$ cat src/rtl/omp_pkg.sv
// Shared parameters and state encoding for the OMP atom-selection stage.
package omp_pkg;
    localparam int COLS   = 64;
    localparam int IDX_W  = 6;
    localparam int DOT_W  = 48;
    localparam int ITER_W = 4;

    typedef enum logic [2:0] {
        IDLE     = 3'd0,
        LAUNCH   = 3'd1,
        SCAN     = 3'd2,
        COMMIT   = 3'd3,
        WAIT_UPD = 3'd4,
        FINISH   = 3'd5
    } state_t;
endpackage

$ cat src/rtl/omp_atom_select_if.sv
// Dot-product engine and residual-update handshake bundle.
interface omp_atom_select_if;
    import omp_pkg::*;

    logic             dp_start;
    logic             dp_col_done;
    logic [IDX_W-1:0] dp_col_idx;
    logic [DOT_W-1:0] dp_dot;
    logic             dp_all_done;
    logic             upd_req;
    logic             upd_ack;

    modport master (
        output dp_start, upd_req,
        input  dp_col_done, dp_col_idx, dp_dot, dp_all_done, upd_ack
    );

    modport slave (
        input  dp_start, upd_req,
        output dp_col_done, dp_col_idx, dp_dot, dp_all_done, upd_ack
    );
endinterface

$ cat src/rtl/omp_abs_max.sv
// Running |value| maximum over eligible candidates; ties keep the first seen.
module omp_abs_max
    import omp_pkg::*;
(
    input  logic             clk,
    input  logic             rst_n,
    input  logic             clr,
    input  logic             vld,
    input  logic             eligible,
    input  logic [IDX_W-1:0] idx,
    input  logic [DOT_W-1:0] val,
    output logic [IDX_W-1:0] best_idx,
    output logic [DOT_W-1:0] best_mag,
    output logic             best_valid
);
    localparam logic [DOT_W-1:0] MIN_NEG = {1'b1, {(DOT_W-1){1'b0}}};
    localparam logic [DOT_W-1:0] MAX_POS = ~MIN_NEG;

    logic [DOT_W-1:0] mag;
    logic             take;

    // The most negative value has no positive twin, so it saturates.
    always_comb begin
        mag = val;
        if (val == MIN_NEG)
            mag = MAX_POS;
        else if (val[DOT_W-1])
            mag = ~val + DOT_W'(1);
    end

    assign take = vld && eligible && (!best_valid || mag > best_mag);

    always_ff @(posedge clk or negedge rst_n) begin
        if (!rst_n) begin
            best_idx   <= '0;
            best_mag   <= '0;
            best_valid <= 1'b0;
        end else if (clr) begin
            best_idx   <= '0;
            best_mag   <= '0;
            best_valid <= 1'b0;
        end else if (take) begin
            best_idx   <= idx;
            best_mag   <= mag;
            best_valid <= 1'b1;
        end
    end
endmodule

$ cat src/rtl/omp_atom_select.sv
// OMP iteration controller: launch dot products, pick the best unused
// column, commit it and hand off to the residual update, K times.
module omp_atom_select
    import omp_pkg::*;
(
    input  logic                clk,
    input  logic                rst_n,
    input  logic                start,
    input  logic                abort,
    input  logic [ITER_W-1:0]   k_target,
    omp_atom_select_if.master   bus,
    output logic                sel_valid,
    output logic [IDX_W-1:0]    sel_idx,
    output logic [DOT_W-1:0]    sel_mag,
    output logic [ITER_W-1:0]   iter,
    output logic [COLS-1:0]     support_mask,
    output logic                busy,
    output logic                done,
    output logic                err
);
    state_t            state_q, state_d;
    logic [ITER_W-1:0] k_q, iter_q;
    logic [COLS-1:0]   mask_q;
    logic [IDX_W-1:0]  sel_idx_q, best_idx;
    logic [DOT_W-1:0]  sel_mag_q, best_mag;
    logic              best_valid, dp_start_q, done_q, err_q;
    logic              go, commit_ok, commit_err;

    omp_abs_max u_max (
        .clk        (clk),
        .rst_n      (rst_n),
        .clr        (state_q == LAUNCH),
        .vld        (state_q == SCAN && bus.dp_col_done),
        .eligible   (!mask_q[bus.dp_col_idx]),
        .idx        (bus.dp_col_idx),
        .val        (bus.dp_dot),
        .best_idx   (best_idx),
        .best_mag   (best_mag),
        .best_valid (best_valid)
    );

    assign go         = state_q == IDLE && start && !abort;
    assign commit_ok  = state_q == COMMIT && best_valid && !abort;
    assign commit_err = state_q == COMMIT && !best_valid && !abort;

    always_comb begin
        state_d = state_q;
        unique case (state_q)
            IDLE:     if (start) state_d = (k_target == '0) ? FINISH : LAUNCH;
            LAUNCH:   state_d = SCAN;
            SCAN:     if (bus.dp_all_done) state_d = COMMIT;
            COMMIT:   state_d = best_valid ? WAIT_UPD : FINISH;
            WAIT_UPD: if (bus.upd_ack) state_d = (iter_q == k_q) ? FINISH : LAUNCH;
            FINISH:   state_d = IDLE;
            default:  state_d = IDLE;
        endcase
        if (abort) state_d = IDLE;
    end

    always_ff @(posedge clk or negedge rst_n) begin
        if (!rst_n) begin
            state_q    <= IDLE;
            k_q        <= '0;
            iter_q     <= '0;
            mask_q     <= '0;
            sel_idx_q  <= '0;
            sel_mag_q  <= '0;
            dp_start_q <= 1'b0;
            done_q     <= 1'b0;
            err_q      <= 1'b0;
        end else begin
            state_q    <= state_d;
            dp_start_q <= state_q == LAUNCH && !abort;
            done_q     <= state_q == FINISH && !abort;
            if (go) begin
                k_q    <= k_target;
                iter_q <= '0;
                mask_q <= '0;
                err_q  <= 1'b0;
            end
            if (commit_ok) begin
                mask_q    <= mask_q | (COLS'(1) << best_idx);
                iter_q    <= iter_q + ITER_W'(1);
                sel_idx_q <= best_idx;
                sel_mag_q <= best_mag;
            end
            if (commit_err) err_q <= 1'b1;
        end
    end

    // The commit cycle shows the winner directly so sel_valid lands one
    // cycle after dp_all_done.
    assign sel_valid    = commit_ok;
    assign sel_idx      = commit_ok ? best_idx : sel_idx_q;
    assign sel_mag      = commit_ok ? best_mag : sel_mag_q;
    assign iter         = iter_q;
    assign support_mask = mask_q;
    assign busy         = state_q != IDLE;
    assign done         = done_q;
    assign err          = err_q;
    assign bus.dp_start = dp_start_q;
    assign bus.upd_req  = state_q == WAIT_UPD;
endmodule

$ cat src/flat_wrapper.sv
// flat-port wrapper written by rule: the top's interface ports become plain ports
module omp_atom_select_flat import omp_pkg::*;
  (clk, rst_n, start, abort, k_target, sel_valid, sel_idx, sel_mag, iter, support_mask, busy, done, err, bus_dp_start, bus_upd_req, bus_dp_col_done, bus_dp_col_idx, bus_dp_dot, bus_dp_all_done, bus_upd_ack);
  omp_atom_select_if bus_i ();
  input  logic clk;
  input  logic rst_n;
  input  logic start;
  input  logic abort;
  input  logic [ITER_W-1:0] k_target;
  output logic sel_valid;
  output logic [IDX_W-1:0] sel_idx;
  output logic [DOT_W-1:0] sel_mag;
  output logic [ITER_W-1:0] iter;
  output logic [COLS-1:0] support_mask;
  output logic busy;
  output logic done;
  output logic err;
  output wire logic [$bits(bus_i.dp_start)-1:0] bus_dp_start;
  output wire logic [$bits(bus_i.upd_req)-1:0] bus_upd_req;
  input wire logic [$bits(bus_i.dp_col_done)-1:0] bus_dp_col_done;
  input wire logic [$bits(bus_i.dp_col_idx)-1:0] bus_dp_col_idx;
  input wire logic [$bits(bus_i.dp_dot)-1:0] bus_dp_dot;
  input wire logic [$bits(bus_i.dp_all_done)-1:0] bus_dp_all_done;
  input wire logic [$bits(bus_i.upd_ack)-1:0] bus_upd_ack;
  assign bus_dp_start = bus_i.dp_start;
  assign bus_upd_req = bus_i.upd_req;
  assign bus_i.dp_col_done = bus_dp_col_done;
  assign bus_i.dp_col_idx = bus_dp_col_idx;
  assign bus_i.dp_dot = bus_dp_dot;
  assign bus_i.dp_all_done = bus_dp_all_done;
  assign bus_i.upd_ack = bus_upd_ack;
  omp_atom_select u_core (.clk(clk), .rst_n(rst_n), .start(start), .abort(abort), .k_target(k_target), .bus(bus_i), .sel_valid(sel_valid), .sel_idx(sel_idx), .sel_mag(sel_mag), .iter(iter), .support_mask(support_mask), .busy(busy), .done(done), .err(err));
endmodule
$ cat config.mk
export PLATFORM = sky130hd
export DESIGN_NAME = omp_atom_select_flat
export DESIGN_NICKNAME = d
export VERILOG_FILES = /design/src/rtl/omp_pkg.sv /design/src/rtl/omp_atom_select_if.sv /design/src/rtl/omp_abs_max.sv /design/src/rtl/omp_atom_select.sv /design/src/flat_wrapper.sv
export SDC_FILE = /design/constraint.sdc
export NUM_CORES = 1
export LEC_CHECK = 0
export CORE_MARGIN = 4
export CORE_UTILIZATION = 55
export CTS_CLUSTER_SIZE = 40
export DETAILED_ROUTE_END_ITERATION = 10
export HOLD_SLACK_MARGIN = 0.06
export PLACE_DENSITY = 0.83
export SLEW_MARGIN = 20
export SYNTH_ARGS = -nofsm -noshare
export SYNTH_HDL_FRONTEND = slang
export SYNTH_HIERARCHICAL = 1
export SYNTH_SLANG_ARGS = --single-unit
$ cat constraint.sdc
create_clock -name clk -period 4.9 [get_ports clk]
set_input_delay 0.98 -clock clk [delete_from_list [all_inputs] [get_ports clk]]
set_output_delay 0.98 -clock clk [all_outputs]
set_load 0.02 [all_outputs]
==> flow_metrics.env <==
export IMPL_status="finished with violations"
export IMPL_grt_use_total_pct=33.64
export IMPL_start_kind="input port"
export IMPL_r2r_end="u_core/u_max/best_mag[11]$_DFFE_PN0P_"
export IMPL_io_pins=193
export IMPL_critPathMostFrequentCell="buf_4"
export IMPL_cts_htree_levels=4
export IMPL_seq_area_um2=4679
export IMPL_drcViolationCount=0
export IMPL_worstPathMaxFanout=6
export IMPL_synth_most_common_cell="nand2_1"
export IMPL_setup_worst_path_start="bus_dp_dot[21]"
export IMPL_timing_rr_start="u_core/support_mask[27]$_DFFE_PN0P_"
export IMPL_power_leakage_nw=7.224
export IMPL_clk_latency_ns=0.45
export IMPL_port_buffer_count=192
export IMPL_antenna_found_initial=0
export IMPL_timing_setup_tns_ns=-15.95
export IMPL_wirelength_um=41560
export IMPL_drv_slew=0
export IMPL_rows=50
export IMPL_synth_area_top_cells="dfrtp_1, nand2_1, ha_1"
export IMPL_cts_buffers=17
export IMPL_synth_common_cells="nand2_1, dfrtp_1, a21oi_1"
export IMPL_rsz0062_at_grt="yes"
export IMPL_root_buffer="clkbuf_16"
export IMPL_synth_edf_count=0
export IMPL_tightest_slew_ns=0.9985
export IMPL_place_congestion=0.9410
export IMPL_hp_class="register to register"
export IMPL_ys_async_sr_fraction_pct=100.0
export IMPL_finalCritPeriodShare_pct=107.3
export IMPL_dr_pass1_iters=7
export IMPL_ant_nets=0
export IMPL_drt_iter0_markers=1450
export IMPL_grt_pass1_wl_um=58350
export IMPL_vdd_ir_drop_max_uv=280.3
export IMPL_fp_dieW_um=146.7
export IMPL_r2r_cells=9
export IMPL_worstSetupPathType="input port to register"
export IMPL_clock_sinks=187
export IMPL_maxCapViolCount=0
export IMPL_crit_family="simple AND/OR/NAND/NOR gates"
export IMPL_setup_violations=54
export IMPL_power_density_nw_per_um2=349.7
export IMPL_start_util_pct=56.21
export IMPL_post_place_ws_ns=-0.9494
export IMPL_grt_overflow_total=0
export IMPL_ys_flop_type="dfrtp_1"
export IMPL_period_needed_ns=5.257
export IMPL_dp_hpwl_um=24630
export IMPL_rrSetupSlack_ns=1.80
export IMPL_synth_area_per_cell_um2=9.302
export IMPL_drive_above_1_share_pct=29.43
export IMPL_min_path_cells=2
export IMPL_grt_pass1_vias=11156
export IMPL_via_per_inst=6.536
export IMPL_area_growth_pct=51.50
export IMPL_utilization_pct=85.16
export IMPL_dieHeight_um=146.7
export IMPL_arrival_ns=5.56
export IMPL_fmax_ghz=0.1902
export IMPL_worst_path_stages=20
export IMPL_violations="negative setup slack"
export IMPL_cp_required_ns=5.20
export IMPL_crit_chain="clkdlybuf4s50_1 -> nor4_2 -> buf_4 -> nand3_4 -> or4_4 -> buf_6 -> buf_4 -> o21ai_0 -> xor2_1 -> nand2_1 -> ha_1 -> nand4_1 -> nor4_4 -> and3b_2 -> buf_4 -> a221oi_4 -> buf_4 -> buf_8 -> o21ai_0 -> a21oi_1"
export IMPL_skew_ns=0.01441
export IMPL_synthCells=1138
export IMPL_clock_path_buffers=2
export IMPL_grt_max_degree=86
export IMPL_final_nets=1614
export IMPL_ys_seq_area_share_pct=44.21
export IMPL_synth_seq_cells=187
export IMPL_endpoint="u_core/u_max/best_idx[4]$_DFFE_PN0P_"
export IMPL_syn_num_nets=1253
export IMPL_path_buf_inv=7
export IMPL_ys_types=64
export IMPL_cts_hold_buffers_added=0
export IMPL_yosysTopAreaCell="dfrtp_1"
export IMPL_design_area_um2=16040
export IMPL_dieArea_um2=21530
export IMPL_core_area_um2=18830
export IMPL_wire_per_inst_um=23.45
export IMPL_maxSlewHeadroom_pct=32.48
export IMPL_setup_slack_ns=-0.3566
export IMPL_crit_path_top_delay_cell="or4_4"
export IMPL_cts_tree="yes"
export IMPL_critPathMaxStageDelay_ns=0.56
export IMPL_yosys_warnings=6
export IMPL_fillers=914
export IMPL_multi_input_area_um2=6267
export IMPL_crit_path_end_kind="register"
export IMPL_placed_cell_area_um2=13940
export IMPL_synth_top_cell_area_share_pct=44.21
export IMPL_antennaDiodeCount=0
export IMPL_hold_viol=0
export IMPL_vias=11581
export IMPL_cts_clk_slew_worst_paths_ns=0.07
export IMPL_netlist_area_um2=10590
-- report_power, final --
part / internal (mW) / switching, mW / leakage (nW)
clock network: 0.740 / 0.717 / 0.300
registers: 1.74 / 0.263 / 2.58
logic: 0.921 / 1.22 / 4.34
-- sequential cells by signal, indices dropped and copies added (netlist names) --
name	flops
u_core/state_q	3
u_core/u_max/best_valid	1
u_core/bus.dp_start	1
u_core/err	1
u_core/support_mask	64
u_core/sel_mag_q	48
u_core/done	1
u_core/iter	4
u_core/u_max/best_idx	6
u_core/sel_idx_q	6
u_core/u_max/best_mag	48
u_core/k_q	4
-- tightest hold or removal path, cell delays in order (launching register included) --
cell and delay, ns:
dfrtp_1 0.32, nand2_1 0.04, nand2_1 0.07
-- per-stage QoR --
stage | cells | total power, mW | hold slack [ns]
final | 1772 | 5.607 | 0.4733
after global routing | 1772 | 5.809 | 0.4943
after CTS | 1750 | 5.214 | 0.4757
after detailed placement | 1668 | 3.626 | 0.4565
after global placement | 1668 | 3.547 | 0.4508
after floorplan | 1138 | 2.965 | 0.4994
-- worst min-delay path by stage --
stage / end / start / slack [ns]
floorplan: u_core/k_q[0]$_DFFE_PN0P_ / u_core/k_q[0]$_DFFE_PN0P_ / 0.50
global placement: u_core/sel_mag_q[26]$_DFF_PN0_ / u_core/sel_mag_q[26]$_DFF_PN0_ / 0.45
detailed placement: u_core/sel_mag_q[27]$_DFF_PN0_ / u_core/sel_mag_q[27]$_DFF_PN0_ / 0.46
CTS: u_core/sel_mag_q[27]$_DFF_PN0_ / u_core/sel_mag_q[27]$_DFF_PN0_ / 0.48
global route: u_core/sel_idx_q[4]$_DFF_PN0_ / u_core/sel_idx_q[4]$_DFF_PN0_ / 0.49
finish: u_core/sel_mag_q[27]$_DFF_PN0_ / u_core/sel_mag_q[27]$_DFF_PN0_ / 0.47
-- cell usage in the layout, fill, tap and decap left out, types with 6 or more instances in the layout --
master / netlist / final
o41ai_2: 1 / 6
a31oi_1: 8 / 8
clkdlybuf4s50_1: 0 / 173
a21oi_2: 0 / 31
xor2_1: 32 / 30
mux2i_1: 19 / 16
dlymetal6s2s_1: 0 / 6
o21ai_0: 55 / 43
o31ai_1: 13 / 6
mux4_1: 7 / 7
nor2_1: 36 / 33
mux4_2: 7 / 7
a21oi_1: 78 / 44
nand2b_1: 9 / 8
buf_12: 0 / 14
dfrtp_1: 187 / 187
inv_1: 55 / 53
ha_1: 50 / 35
nand3_1: 28 / 27
nor4_1: 12 / 7
o21ai_1: 0 / 9
nand2_1: 248 / 236
nand2_2: 0 / 7
a22o_1: 44 / 44
ha_4: 0 / 15
buf_6: 7 / 13
or4_4: 2 / 8
a311oi_1: 31 / 10
nor3_1: 25 / 20
buf_4: 0 / 196
nand4_1: 18 / 18
a311oi_2: 1 / 22
a211oi_2: 0 / 6
clkbuf_16: 0 / 20
-- timing repair --
item                       CTS  global route
pin swaps                   29            48
setup endpoints to repair   54            54
setup buffers               46            22
gates cloned                 4             3
gates resized for setup     85           114
-- metal layers --
layer	global-route usage, %	wire length [µm]	part of all wire, %	up-vias
li1	-	-	-	4816
met1	43.88	15190	37	5618
met2	54.97	20090	48	961
met4	14.58	1943	4.7	0
met3	6.632	4332	10	186
met5	0	0	0	-
-- area by class of cell --
| type | instances | area share, % |
|---|---|---|
| multi-input cells | 818 | 39.08 |
| inverters | 57 | 1.334 |
| well taps | 260 | 2.029 |
| clock buffers | 17 | 2.653 |
| clock inverters | 15 | 1.186 |
| repair buffers | 418 | 24.54 |
| flip-flops and latches | 187 | 29.18 |
-- kinds of logic after synthesis --
family / count (synthesis) / share of synthesized area (%)
xor+xnor: 36 / 2.979
buf+inv: 134 / 5.697
fa+ha+maj: 50 / 5.910
compound gates: 274 / 17.77
flops: 187 / 44.21
mux: 37 / 5.449
simple gates: 420 / 17.99
No activity file was read; power rests on OpenSTA's default activity.
